--- src/rtl/bin_frac_seq_div.sv ---
// Sequential sign-magnitude fraction divider: 7-bit operands, restoring division, one quotient bit per clock.
// Optional FRAC_DIV_ROUND_EN adds a guard-bit iteration and rounds the quotient magnitude (saturating at 63).
module bin_frac_seq_div (
  input  logic       clk,
  input  logic       rst_n,
  input  logic       start,
  input  logic [6:0] a,
  input  logic [6:0] b,
  output logic       busy,
  output logic       done,
  output logic [6:0] quotient,
  output logic [5:0] remainder,
  output logic       ovf,
  output logic       div0
);

`ifdef FRAC_DIV_ROUND_EN
  localparam logic [2:0] LAST_ITER = 3'd6;
`else
  localparam logic [2:0] LAST_ITER = 3'd5;
`endif

  typedef enum logic [1:0] {IDLE, CALC, DONE} state_t;

  state_t     state;
  logic       neg_reg;
  logic [5:0] mb_reg;
  logic [6:0] r_reg;
  logic [5:0] q_reg;
  logic [2:0] cnt_reg;
`ifdef FRAC_DIV_ROUND_EN
  logic [5:0] rem_trunc_reg;
  logic [6:0] q_sum;
`endif

  logic [6:0] r2;
  logic       ge;
  logic [6:0] r_next;
  logic [5:0] q_next;
  logic [5:0] mag_fin;
  logic [5:0] rem_fin;

  // One restoring step; R stays below mb, so the doubled value fits in 7 bits.
  always_comb begin
    r2      = r_reg << 1;
    ge      = (r2 >= {1'b0, mb_reg});
    r_next  = ge ? (r2 - {1'b0, mb_reg}) : r2;
    q_next  = {q_reg[4:0], ge};
`ifdef FRAC_DIV_ROUND_EN
    // On the guard iteration q_reg already holds all six quotient bits.
    q_sum   = {1'b0, q_reg} + {6'd0, ge};
    mag_fin = q_sum[6] ? 6'd63 : q_sum[5:0];
    rem_fin = rem_trunc_reg;
`else
    mag_fin = q_next;
    rem_fin = r_next[5:0];
`endif
  end

  always_ff @(posedge clk or negedge rst_n) begin
    if (!rst_n) begin
      state     <= IDLE;
      busy      <= 1'b0;
      done      <= 1'b0;
      ovf       <= 1'b0;
      div0      <= 1'b0;
      quotient  <= 7'd0;
      remainder <= 6'd0;
      neg_reg   <= 1'b0;
      mb_reg    <= 6'd0;
      r_reg     <= 7'd0;
      q_reg     <= 6'd0;
      cnt_reg   <= 3'd0;
`ifdef FRAC_DIV_ROUND_EN
      rem_trunc_reg <= 6'd0;
`endif
    end else begin
      case (state)
        IDLE, DONE: begin
          if (start) begin
            done      <= 1'b0;
            ovf       <= 1'b0;
            div0      <= 1'b0;
            quotient  <= 7'd0;
            remainder <= 6'd0;
            neg_reg   <= a[6] ^ b[6];
            mb_reg    <= b[5:0];
            if (b[5:0] == 6'd0) begin
              div0  <= 1'b1;
              done  <= 1'b1;
              state <= DONE;
            end else if (a[5:0] >= b[5:0]) begin
              ovf   <= 1'b1;
              done  <= 1'b1;
              state <= DONE;
            end else begin
              r_reg   <= {1'b0, a[5:0]};
              q_reg   <= 6'd0;
              cnt_reg <= 3'd0;
              busy    <= 1'b1;
              state   <= CALC;
            end
          end
        end
        CALC: begin
          r_reg   <= r_next;
          q_reg   <= q_next;
          cnt_reg <= cnt_reg + 3'd1;
`ifdef FRAC_DIV_ROUND_EN
          if (cnt_reg == 3'd5) begin
            rem_trunc_reg <= r_next[5:0];
          end
`endif
          if (cnt_reg == LAST_ITER) begin
            busy      <= 1'b0;
            done      <= 1'b1;
            quotient  <= {neg_reg && (mag_fin != 6'd0), mag_fin};
            remainder <= rem_fin;
            state     <= DONE;
          end
        end
        default: state <= IDLE;
      endcase
    end
  end

endmodule

--- config.mk ---
export PLATFORM = sky130hd
export DESIGN_NAME = bin_frac_seq_div
export DESIGN_NICKNAME = d
export VERILOG_FILES = /design/src/rtl/bin_frac_seq_div.sv
export SDC_FILE = /design/constraint.sdc
export NUM_CORES = 1
export LEC_CHECK = 0
export CAP_MARGIN = 0
export CORE_MARGIN = 2
export CORE_UTILIZATION = 48
export CTS_BUF_LIST = sky130_fd_sc_hd__clkbuf_16
export CTS_CLUSTER_SIZE = 40
export DETAILED_ROUTE_END_ITERATION = 12
export GPL_ROUTABILITY_DRIVEN = 0
export PLACE_DENSITY_LB_ADDON = 0.1
export SLEW_MARGIN = 40
export SYNTH_ARGS = -nofsm -noshare
export SYNTH_HDL_FRONTEND = slang
export SYNTH_SLANG_ARGS = --single-unit
--- constraint.sdc ---
create_clock -name clk -period 2.4 [get_ports clk]
set_clock_uncertainty 0.2 [all_clocks]
set_input_delay 0.6 -clock clk [delete_from_list [all_inputs] [get_ports clk]]
set_output_delay 0.6 -clock clk [all_outputs]
set_load 0.02 [all_outputs]
# After elaboration in Yosys (flattened, before gate mapping)
# Cells that the tools add are included.
# Widths: inputs -> output; s select.
# classes
reduce_logical,11
eq_ne,7
add_sub_neg,2
n_lt_le_gt_ge,2
n_mux,36
bitwise,1
# op_table
operator,count
$mux 6,6
$pmux 6 s2,2
$mux 5,3
$mux 7,2
$pmux 7 s2,1
$mux 1,10
$pmux 5 s2,1
$mux 3,3
$mux 2,4
$ne 2x2->1 const B,4
$ge 7x6->1,1
$ge 6x6->1,1
$logic_not 6->1,1
$pmux 3 s2,1
$reduce_bool 6->1,1
$sub 6x6->6,1
$reduce_and 5->1,1
$pmux 1 s2,2
$pmux 2 s2,1
$reduce_and 2->1,2
$reduce_and 4->1,1
$add 3x1->3 const B,1
$eq 3x3->1 const B,1
$reduce_and 3->1,1
other kinds (7),7
# totals
inputBits,17
register_bits,40

# Longest topological paths before layout
# Gate-level depths: netlist of run 1.
# depth
ltp_word,5
depth_mapped,9

# Least setup slack after synthesis of run 1
# OpenSTA, ideal clock, no wires.
# synth_path
kind,input-to-reg
from,in b[2]
to,reg cnt_reg[0]
path_slack_ps,32
stages,8
setup_time_ps,125
t_arrival_ps,2044
path_buffers,0
path_cell_list,inv_1 ha_1 a21o_1 a31oi_1 o21ai_1 nor3b_4 nor2_4 mux2_2
# synth_via
elab_chain_len,3
# synth_lines
item,line,source
from (decl),8,"input logic [6:0] b,"
$ge 6x6->1 / $logic_not 6->1 (equally long branches),"92, 88",
$ne 2x2->1 (no line),-,
$reduce_and 4->1 (no line) (*),-,
to (signal assigned),108,cnt_reg <= cnt_reg + 3'd1;
to (decl),30,logic [2:0] cnt_reg;
# Mark *: on every way between the ends. The rest lies on a longest branch, timed or not.
# A chain may end at the register's enable or synchronous reset.

# Final worst setup path of run 1
# layout_path
from,reg r_reg[2]
to,reg r_reg[3]
# layout_via
elab_chain_len,3
# layout_lines
item,line,source
from (decl),28,logic [6:0] r_reg;
from (signal assigned),97,"r_reg <= {1'b0, a[5:0]};"
from (signal assigned),106,r_reg <= r_next;
$sub 6x6->6 / $ge 7x6->1 (equally long branches),"47, 46",
$mux 6 (*),47,"r_next = ge ? (r2 - {1'b0, mb_reg}) : r2;"
$pmux 6 s2 (*),78,case (state)
# Marked as above.

==> results of run 1 <==
## critical path, stage by stage, from the launching register on
cell	delay [ns]
dfrtp_1	0.42
ha_4	0.30
and2_4	0.16
and3_4	0.21
a211oi_4	0.04
buf_6	0.13
o21ai_4	0.26
mux2i_2	0.31
o221ai_1	0.14
## path summary, 6_finish.rpt
kind / from / to / cells past startpoint
min in group clk: quotient[2]$_DFFE_PN0P_ / quotient[2]$_DFFE_PN0P_ / 2
max: r_reg[2]$_DFFE_PN0P_ / r_reg[3]$_DFFE_PN0P_ / 8
min: rst_n / quotient[0]$_DFFE_PN0P_ / 1
max in group asynchronous: rst_n / r_reg[5]$_DFFE_PN0P_ / 2
min reg2reg: quotient[2]$_DFFE_PN0P_ / quotient[2]$_DFFE_PN0P_ / 2
max reg2reg: r_reg[2]$_DFFE_PN0P_ / r_reg[3]$_DFFE_PN0P_ / 8
## area by class of cell
class / instances / area, um2 / share of cell area
multi-input cells: 154 / 1184 / 0.3922
flip-flops and latches: 40 / 1001 / 0.3317
repair buffers: 62 / 566.8 / 0.1878
clock buffers: 5 / 125.1 / 0.04146
well taps: 52 / 65.06 / 0.02156
inverters: 17 / 63.81 / 0.02114
clock inverters: 2 / 12.51 / 0.004146
## power by group through the flow
stage          clock, uW  sequential (uW)  combinational, uW
3_3_place_gp           0             1160               2230
3_5_place_dp           0             1180               2260
2_1_floorplan          0             1260               1490
5_1_grt              656             1220               2810
4_1_cts              641             1170               2310
6_report             628             1180               2530
## stage by stage
step / worst slack (ns) / std cells
final: 0.1028 / 332
after CTS: 0.003661 / 328
after global placement: -0.4361 / 319
after floorplan: 0.03153 / 220
after global routing: 0.002696 / 332
after detailed placement: -0.5163 / 319
## routing by layer
metal,GRT usage,vias up
met2,0.3251,41
li1,-,875
met5,0,-
met1,0.2710,797
met3,0.04219,4
met4,0.04403,0
## cell families (layout without fill, tap and decap cells)
group                      after synthesis  in the layout  synth area share
AOI/OAI and AO/OA                       56             56            0.1803
buffers and inverters                   26             86           0.05438
xor gates and xnor gates                 5              5           0.02004
adders and majority gates               15             15           0.08930
muxes                                    8              8           0.03778
and+or+nand+nor                         70             70            0.1603
DFF                                     40             40            0.4579
## timing repair
action	4_1_cts	5_1_grt
gates cloned	0	0
pin swaps	6	9
resized for setup	17	13
setup buffers	2	4
setup endpoints to repair	17	19
endpoints found under the hold margin	0	0
hold buffers	0	0
## cells in the final DEF (no fill, tap or decap), drive strengths merged, types with 2 or more instances in the layout
cell           count
nand2b             4
ha                14
clkbuf             5
and2               2
o21ai             26
buf               30
or2b               2
dfrtp             40
o211ai             3
a21o               4
nand2             41
xnor2              2
a21oi              6
nand3              6
o31ai              2
dlymetal6s2s       4
o221ai             2
inv               17
dlygate4sd2        5
mux2i              6
a22o               5
mux2               2
xor2               3
clkdlybuf4s50     23
nor2               7
and3               2
==> summary.txt, run 1 <==
Status
  – Status: finished clean

Synth
  – Top post-synthesis cells by area: dfrtp_1, ha_1, nand2_1
  – Register area share after synthesis: 0.4579
  – Top-count cell post-synth: nand2_1
  – Synth cell types: 49
  – Async set-reset flop share out of synthesis: 1.000
  – Post-synth EDFFs: 0
  – Syn_nets: ~250
  – Synth cell count leaders: nand2_1, dfrtp_1, o21ai_0
  – Ys flop type: dfrtp_1
  – Synthesized area: ~0.0022 mm2
  – Synthesis Warnings: 0
  – Post-synth top area share: 0.4579
  – Cell taking the most area after synthesis: dfrtp_1
  – Syn Inst Count: 220
  – Mean post-synth cell area: between 9 and 10 um2
  – FF+latch count, synth: 40

Layout
  – Final instance area: between 0.003 and 0.004 mm2
  – Post-layout net count: ~310
  – Max FFs per register: 7
  – Top reg by flops: quotient
  – Final core utilization: 0.6884
  – Antenna Cells: 0
  – Fill cells: 362
  – Area Growth Syn to Fin: 38.07%
  – Layout cell share with drive strength beyond 1: 0.2393

Global route
  – Vias in the first global route: approximately 1.7k
  – First-pass GRT wire length: roughly 7900 um
  – Initial antenna violation count: 0
  – Total GRT Usage: 0.1979
  – Largest net degree at the start of global routing: 25
  – Global route overflow: 0

Placement
  – Detail Placement HPWL: about 3300 um
  – PortBufs: 33
  – Placed Area: between 0.002 and 0.003 mm2

Pwr
  – Switching Power: approximately 1800 uW
  – Switching portion of total power: 0.4055
  – Leakage power: roughly 0.0014 uW
  – Clock share of power: 0.145
  – P_int: 2575 uW
  – Power per cell area: roughly 1400 mW/mm2
  – Design Power: roughly 4300 uW
  – Peak supply drop: roughly 0.56 mV
  – Comb pwr share: 0.583
  – Sequential power share: 0.272

Clocking
  – Clock root cell: clkbuf_16
  – Reg clk slew, reported paths: roughly 0.060 ns
  – CTS tree: built
  – Worst skew pair latency: between 0.2 and 0.3 ns
  – Sink Count: 40
  – H-Tree Depth: 2
  – Clk buf depth: 2
  – CTS buffer count: 5

Critical path
  – CP Max Fanout: 6
  – Worst R2R Setup Slack: roughly 0.10 ns
  – CP endpoint kind: flip-flop
  – Arrival time at the worst endpoint: ~2.2 ns
  – Worst EP required: 2.35 ns
  – Worst Setup Start Kind: flip-flop
  – Worst Setup Path Type: reg2reg

STA
  – Final worst path period share: 0.9572
  – Min Tclk post-route: roughly 2.3 ns
  – Fmax: around 0.44 GHz
  – Slew @ Worst Pin: around 0.44 ns
  – Setup violations, final: 0
  – Slew headroom: 0.7071
  – Hold WS: ~0.06 ns
  – RSZ-0062 raised after global routing: no
  – Fin. Hold Viols: 0
  – Final Max Tran Viols: 0
  – Setup Total Neg Slack: 0 ns

Detailed routing
  – Top Layer Used: met4
  – Routed WL: roughly 4600 um
  – Starting DRC count in detailed routing: slightly above 90
  – Met2 WL: 2156 um
  – M1 WL: ~2100 um
  – Met3 wire len: 219 um
  – DR vias: around 1.7k
  – Via density: between 5 and 6
  – Drt wl/cell: 13.72 um
  – First-pass detailed-route iteration total: 4
  – DR DRC count: 0
  – Post-route ant nets: 0

Die
  – Die Ht: around 71 um
  – Core area: approximately 0.0044 mm2
  – Die W: between 70 and 80 um
  – Rows: 24
  – Die ar.: a little over 0.005 mm2
  – Ports: 34
  – Initial Util: 0.4986

Run
  – MaxCap Viol Count: 0

Hold path
  – Hold Crit Class: in2async
No activity file was read; power rests on OpenSTA's default activity.
==> inputs of run 2 (changes only) <==
PLACE_DENSITY = 0.75   (was unset)
PLACE_DENSITY_LB_ADDON = unset   (was 0.1)
==> run 2 against run 1 <==
  * Final area rose by 1.1%
  * Sequential share of layout area shrank 0.37 points
  * Final cell count down 0.30%
  * Critical path depth is the same
  * Die area stayed put
  * Sequential power is essentially flat
  * Power up 4.2%
  * Flip-flop and latch count unchanged
  * First-iteration DRC count rose by 52%
  * Global-route usage is 1.8 points higher
  * Core utilization rose by 0.77 points
  * Critical endpoint is now state[0]$_DFFE_PN0P_
  * Largest cell class unchanged
  * Largest power group unchanged
  * Highest routed layer unchanged
==> summary.txt, run 2 (synthesis results as in run 1) <==
Status
  – Status: finished clean

Global route
  – Initial antenna violation count: 0
  – Largest net degree at the start of global routing: 25
  – Global route overflow: 0
  – First-pass GRT wire length: between 8000 and 9000 um
  – Global-route track usage on met2: 0.3549
  – M1 GR Usage: 0.2797
  – Total GRT Usage: 0.2156
  – Vias in the first global route: around 1.7k
  – Busiest layer in global routing: met2
  – Met3 Use GR: 0.05345

Critical path
  – Arrival time at the worst endpoint: around 2.3 ns
  – Reg2reg start: r_reg[0]$_DFFE_PN0P_
  – CP Max Fanout: 8
  – Worst R2R Setup Slack: a little under 0.05 ns
  – Worst Setup Path Type: in2reg
  – Crit-path leading delay family: buffers and inverters
  – Worst Setup Start Kind: input port
  – Critical path's largest stage delay: roughly 0.48 ns
  – Worst EP required: between 2 and 2.5 ns
  – Crit path buffers/inverters: 3
  – Slowest-stage cell, CP: clkdlybuf4s50_1
  – CP endpoint kind: flip-flop
  – Reg2Reg Depth: 8
  – Crit. path cell count: 8
  – R2R Path End: r_reg[3]$_DFFE_PN0P_
  – Crit-path cells: clkdlybuf4s50_1 -> inv_1 -> ha_4 -> nand3_1 -> o21ai_4 -> nor3b_4 -> buf_4 -> or2_2

Detailed routing
  – DR DRC count: 0
  – Starting DRC count in detailed routing: 141
  – Post-route ant nets: 0
  – Drt wl/cell: roughly 16 um
  – DR vias: between 1.5k and 2k
  – First-pass detailed-route iteration total: 4
  – Routed WL: 5142 um
  – Via density: 5.432

Die
  – Die ar.: 0.005109 mm2
  – Core area: approximately 0.0044 mm2
  – Initial Util: 0.4986
  – Rows: 24
  – Die W: roughly 70 um
  – Ports: 34
  – Die Ht: 71.48 um

Clocking
  – Clk buf depth: 2
  – Clock root cell: clkbuf_16
  – CTS buffer count: 5
  – Reg clk slew, reported paths: ~0.06 ns
  – Hold_buf cts: 0
  – Worst skew pair latency: 0.28 ns
  – H-Tree Depth: 2
  – Sink Count: 40
  – CTS tree: built

Hold path
  – Hold Crit Class: in2async

Pwr
  – Design Power: 4516 uW
  – Leakage power: 0.001419 uW
  – Peak supply drop: 0.6085 mV
  – Power per cell area: approximately 1500 mW/mm2

Layout
  – Post-layout net count: 310
  – Layout cell share with drive strength beyond 1: 0.2330
  – Commonest cells after routing, fill and taps aside: nand2_1, dfrtp_1, buf_4, clkdlybuf4s50_1, o21ai_0
  – Final instance area: around 0.0031 mm2
  – Max FFs per register: 7
  – Fill cells: ~350
  – Top reg by flops: quotient
  – Final core utilization: 0.6961
  – Antenna Cells: 0
  – Commonest non-fill, non-tap cell in the layout: nand2_1
  – Area Growth Syn to Fin: 39.61%

STA
  – Setup violations, final: 0
  – Fin. Hold Viols: 0
  – Final Max Tran Viols: 0
  – Fmax: between 0.4 and 0.5 GHz
  – Final worst path period share: 0.9799
  – Worst path setup slack after routing: between 0.04 and 0.05 ns
  – Slew headroom: 0.6549
  – Min Tclk post-route: 2.352 ns
  – Hold WS: around 0.088 ns
  – Slew @ Worst Pin: around 0.52 ns

Placement
  – Pre-CTS setup slack: -0.5077 ns
  – PortBufs: 33
  – Placed Area: between 0.002 and 0.003 mm2
  – Detail Placement HPWL: 3537 um

Run
  – MaxCap Viol Count: 0
run 2: changes by cell type in the layout (fill, tap and decap cells not counted), sizes merged:
cell and change:
clkdlybuf4s50 -1, dlygate4sd2 +3, buf -2, bufinv +1
clkinv +1, dlymetal6s2s -2, clkinvlp -1
run 2: how the worst max path moves through the flow:
| stage | slack (ns) | startpoint | to |
|---|---|---|---|
| after floorplan | 0.03 | b[2] | cnt_reg[0]$_DFFE_PN0P_ |
| after global placement | -0.44 | b[2] | r_reg[2]$_DFFE_PN0P_ |
| after detailed placement | -0.51 | a[0] | r_reg[3]$_DFFE_PN0P_ |
| after CTS | 0.004 | b[5] | cnt_reg[0]$_DFFE_PN0P_ |
| after global routing | -0.02 | b[5] | r_reg[4]$_DFFE_PN0P_ |
| final | 0.05 | b[5] | state[0]$_DFFE_PN0P_ |
run 2: area by class of cell:
class,instances,area (um2),area share
timing repair buffer,60,553.0,0.1812
clock inverter,3,42.54,0.01394
clock buffer,5,125.1,0.04100
sequential,40,1001,0.3280
multi-input combinational,154,1201,0.3936
tap,52,65.06,0.02132
inverter,17,63.81,0.02091
run 2: stage by stage:
step | cells | TNS, ns
detailed placement | 316 | -7.646
floorplan | 220 | 0
finish | 331 | 0
global placement | 316 | -6.632
global route | 331 | -0.02267
CTS | 329 | 0
run 2: what timing repair did:
| action | CTS | global route |
|---|---|---|
| endpoints found under the hold margin | 0 | 0 |
| endpoints found under the setup margin | 18 | 11 |
| setup buffers | 4 | 1 |
| cloned | 1 | 1 |
| gates resized for setup | 22 | 12 |
| pin swaps | 10 | 4 |
run 2: routing by layer:
metal  vias up  part of all wire
li1        867                 -
met1       859              0.43
met2        64              0.50
met3         8             0.052
met4         0             0.013
met5         -                 0
run 2: worst reg2reg max path, delay by kind of cell (launching register included):
family,cells,cell delay [ns]
and+or+nand+nor,1,0.20
adders and majority gates,2,0.48
buffers and inverters,1,0.13
muxes,1,0.29
AOI/OAI and AO/OA,3,0.46
DFF,1,0.44
run 2: where the power goes:
group / switching (uW) / internal (uW)
clock network: 269 / 488
registers: 242 / 967
logic: 1340 / 1210
total: 1850 / 2670
==> variant 1 (config.mk and constraints of run 2) <==
Register the inputs `start`, `a` and `b` before use, with the module's reset. The logic sees them one clock later.
--- a/src/rtl/bin_frac_seq_div.sv
+++ b/src/rtl/bin_frac_seq_div.sv
@@ -22,4 +22,20 @@
 
   typedef enum logic [1:0] {IDLE, CALC, DONE} state_t;
+
+  logic start_q;
+  logic [6:0] a_q;
+  logic [6:0] b_q;
+
+  always_ff @(posedge clk or negedge rst_n) begin
+    if (!rst_n) begin
+      start_q <= '0;
+      a_q     <= '0;
+      b_q     <= '0;
+    end else begin
+      start_q <= start;
+      a_q     <= a;
+      b_q     <= b;
+    end
+  end
 
   state_t     state;
@@ -78,5 +94,5 @@
       case (state)
         IDLE, DONE: begin
-          if (start) begin
+          if (start_q) begin
             done      <= 1'b0;
             ovf       <= 1'b0;
@@ -84,16 +100,16 @@
             quotient  <= 7'd0;
             remainder <= 6'd0;
-            neg_reg   <= a[6] ^ b[6];
-            mb_reg    <= b[5:0];
-            if (b[5:0] == 6'd0) begin
+            neg_reg   <= a_q[6] ^ b_q[6];
+            mb_reg    <= b_q[5:0];
+            if (b_q[5:0] == 6'd0) begin
               div0  <= 1'b1;
               done  <= 1'b1;
               state <= DONE;
-            end else if (a[5:0] >= b[5:0]) begin
+            end else if (a_q[5:0] >= b_q[5:0]) begin
               ovf   <= 1'b1;
               done  <= 1'b1;
               state <= DONE;
             end else begin
-              r_reg   <= {1'b0, a[5:0]};
+              r_reg   <= {1'b0, a_q[5:0]};
               q_reg   <= 6'd0;
               cnt_reg <= 3'd0;
Formal check against the unedited RTL: not equivalent (Yosys sat finds a counterexample within 4 cycles, from zero or initial values and one cycle with rst_n low).
==> variant 1 against run 2 <==
Total power is 0.52% lower; utilization is 7.6 points lower; first-iteration DRC count fell by 41%; critical path type is now register to register; critical path depth fell by 1; synthesized area rose by 15%; setup slack improved by 0.034 ns; largest cell class is now registers; sequential cell count up 15; global-route usage is 3.7 points lower; cell area up 3.2%; combinational power shrank 12%; routed wire length down 5.4%.
==> variant 1: results (changes against run 2) <==
global_routing:
  first_global_vias: 1858  # +6.7%
  use_met1_pct: 21.8  # -6.2 points
  grt_pass1_wl_um: 8250  # -2.1%
final_layout:
  drive_above_1_share_pct: 10.1  # -13 points
  seq_area_um2: 1380  # +37%
  multi_input_area_share_pct: 33.8  # -5.5 points
  layout.nets: 308  # -0.65%
  n_all_buffers: 40  # -33%
  nNonClkInverters: 16  # -1
pwr:
  vdd_ir_drop_max_v: 0.000581  # -4.4%
  power.leakage_nw: 1.43  # +0.63%
  seq_cell_power_mw: 1.45  # +20%
worst_setup_path:
  reg2reg_to: "r_reg[5]$_DFFE_PN0P_"
  crit_start: "r_reg[3]$_DFFE_PN0P_"
  cp_top_family: "compound AO/OA/AOI/OAI gates"
  cp-endpoint: "r_reg[5]$_DFFE_PN0P_"
  max_stage_delay_ns: 0.42  # -0.06 ns
  cpMaxStageDelayCell: "dfrtp_1"
run_status:
  outcome: "completed"
synth:
  yosys-top-cells-count: "dfrtp_1 (55), nand2_1 (39), o21ai_0 (25), inv_1 (16), ha_1 (14)"
  synth_cell_type_count: 43  # -12%
  yosysSeqAreaShare_pct: 54.6  # +8.9 points
detailed_routing:
  wl_met2_um: 2350  # -8.7%
  drtIter0Drc: 83  # -41%
  met3_length_um: 224  # -17%
## variant 1: changes by cell type after synthesis, moves of 2 or more
cell / run 2 / this run
nor2b_1: 0 / 2
nor2_2: 0 / 2
o21ai_1: 4 / 1
nand2b_1: 3 / 7
o311ai_0: 0 / 2
clkbuf_1: 4 / 7
nand3_1: 6 / 8
nand2_1: 41 / 39
o21ai_0: 21 / 25
buf_6: 2 / 0
dfrtp_1: 40 / 55
## variant 1: kinds of logic (layout without fill, tap and decap cells)
family	after synthesis	after routing	share of synthesized area (%)
xor+xnor	4	4	1.39
simple gates	74	74	13.9
flops	55	55	54.6
mux	7	7	2.88
fa+ha+maj	15	15	7.75
compound gates	58	58	15.8
buf+inv	24	64	3.63
## variant 1: metrics by stage
step           setup slack (ns)  cells  instance area [µm²]
2_1_floorplan             0.275    237                 2520
3_3_place_gp              0.155    339                 2970
3_5_place_dp             0.0664    339                 2970
4_1_cts                  0.0450    347                 3130
5_1_grt                 -0.0276    347                 3150
6_report                 0.0822    347                 3150
==> variant 2 (flow settings as in run 2) <==
Made on the original files. Build with the macro `FRAC_DIV_ROUND_EN` defined.
--- a/src/rtl/bin_frac_seq_div.sv
+++ b/src/rtl/bin_frac_seq_div.sv
@@ -1,4 +1,6 @@
 // Sequential sign-magnitude fraction divider: 7-bit operands, restoring division, one quotient bit per clock.
 // Optional FRAC_DIV_ROUND_EN adds a guard-bit iteration and rounds the quotient magnitude (saturating at 63).
+`define FRAC_DIV_ROUND_EN
+
 module bin_frac_seq_div (
   input  logic       clk,
Behaviour: not the same (Yosys sat finds a counterexample within 10 cycles, from zero or initial values and one cycle with rst_n low).
==> variant 2 against run 2 <==
Sequential cell count up 7; critical path type is now register to register; total power grew 9.4%; synthesized area increased by 23%; setup slack worse by 0.21 ns; cell area is 28% higher; the flow now finishes with violations (negative setup slack); routed wire length grew 43%.
==> variant 2: results (changes against run 2) <==
run_status:
  outcome: "finished, violations left"
  violations: "negative setup slack"
final_layout:
  fillers: 388  # +12%
  layout.nets: 407  # +31%
  drive_above_1_share_pct: 28.7  # +5.4 points
pwr:
  vdd_ir_drop_max_v: 0.000701  # +15%
  power.leakage_nw: 1.76  # +24%
place:
  dp_hpwl_um: 4740  # +34%
sta:
  worst_slack_ns: -0.166  # -0.214 ns
  final-setup-viol-count: 13  # +13
  maxSlewHeadroom_pct: 52.9  # -13 points
synth:
  yosys-top-cells-count: "dfrtp_1 (47), nand2_1 (45), o21ai_0 (21), nor2_1 (20)"
  yosysSeqAreaShare_pct: 43.6  # -2.2 points
  synthArstFlopShare_pct: 100  # unchanged
  syn_nets: 332  # +32%
hold_path:
  hp-class: "input port to asynchronous set/reset pin"
worst_setup_path:
  startpoint_type: "register"
  crit_path_max_fanout: 5  # -3
  cp.arrival_ns: 2.55  # +0.23 ns
  crit_start: "mb_reg[1]$_DFFE_PN0P_"
global_routing:
  grt_util_all_layers_pct: 23.3  # +1.8 points
  grt_start_max_net_pins: 27  # +8.0%
  grt_pass1_wl_um: 11500  # +36%
  first_global_vias: 2431  # +40%
detailed_routing:
  drtIter0Drc: 158  # +12%
  routed_wl_um: 7350  # +43%
  viasPerCell: 5.54  # +2.1%
clock_tree:
  clk_latency_ns: 0.29
## variant 2: cells by family (layout without fill, tap and decap cells)
kind of cell	after synthesis	after routing	synth area share (%)
simple gates	110	110	18.9
compound gates	71	72	17.5
flops	47	47	43.6
buf+inv	35	110	5.66
fa+ha+maj	18	18	8.63
mux	9	9	3.39
xor+xnor	7	7	2.27
## variant 2: path summary, 6_finish.rpt
kind	endpoint	cells past startpoint	slack (ns)
worst min-delay path	mb_reg[3]$_DFFE_PN0P_	1	0.08
worst max register to register	quotient[0]$_DFFE_PN0P_	13	-0.17
max in group asynchronous	rem_fin[2]$_DFFE_PN0P_	2	1.40
worst min register to register	remainder[3]$_DFFE_PN0P_	2	0.27
worst max-delay path	quotient[0]$_DFFE_PN0P_	13	-0.17
min in group clk	remainder[3]$_DFFE_PN0P_	2	0.27
## variant 2: through the flow
| step | area, µm² | cells | power [mW] | setup TNS (ns) | setup slack [ns] |
|---|---|---|---|---|---|
| 2_1_floorplan | 2770 | 297 | 2.94 | -1.50 | -0.240 |
| 3_3_place_gp | 3420 | 425 | 3.65 | -7.00 | -0.329 |
| 3_5_place_dp | 3420 | 425 | 3.75 | -8.47 | -0.403 |
| 4_1_cts | 3770 | 442 | 4.62 | -0.770 | -0.128 |
| 5_1_grt | 3920 | 445 | 5.27 | -2.27 | -0.211 |
| 6_report | 3920 | 445 | 4.94 | -1.14 | -0.166 |
## variant 2: worst max-delay path: stages, from the launching register on
cell	delay, ns
dfrtp_1	0.39
inv_2	0.09
ha_4	0.22
ha_4	0.16
and3_4	0.18
o21ai_4	0.15
a41oi_4	0.17
ha_4	0.23
ha_4	0.17
and3_4	0.20
nand3_2	0.08
nand2_2	0.07
nor2_2	0.11
nor2_1	0.05
## variant 2: layout make-up
type	count	area share [%]
repair buffers	86	19.0
clock buffers	5	3.19
multi-input cells	216	43.4
well taps	72	2.30
flip-flops and latches	47	30.0
inverters	16	1.53
clock inverters	3	0.511
## variant 2: per-layer routing
metal  up-vias  track usage [%]  part of all wire, %
met4         0             10.0                  2.6
met1      1177             29.2                   43
met5         -                0                    0
li1       1192                -                    -
met3        17             5.23                  4.5
met2        81             38.9                   50
## variant 2: power breakdown
group | leakage (nW) | total [mW] | switching (mW) | internal, mW
sequential | 0.606 | 1.31 | 0.254 | 1.05
clock | 0.0674 | 0.682 | 0.298 | 0.384
combinational | 1.09 | 2.95 | 1.53 | 1.42
## variant 2: timing repair
item,in CTS,in global routing
gates cloned,2,0
buffers inserted,7,3
pin swaps,12,14
resized for setup,28,27
endpoints found under the setup margin,25,27
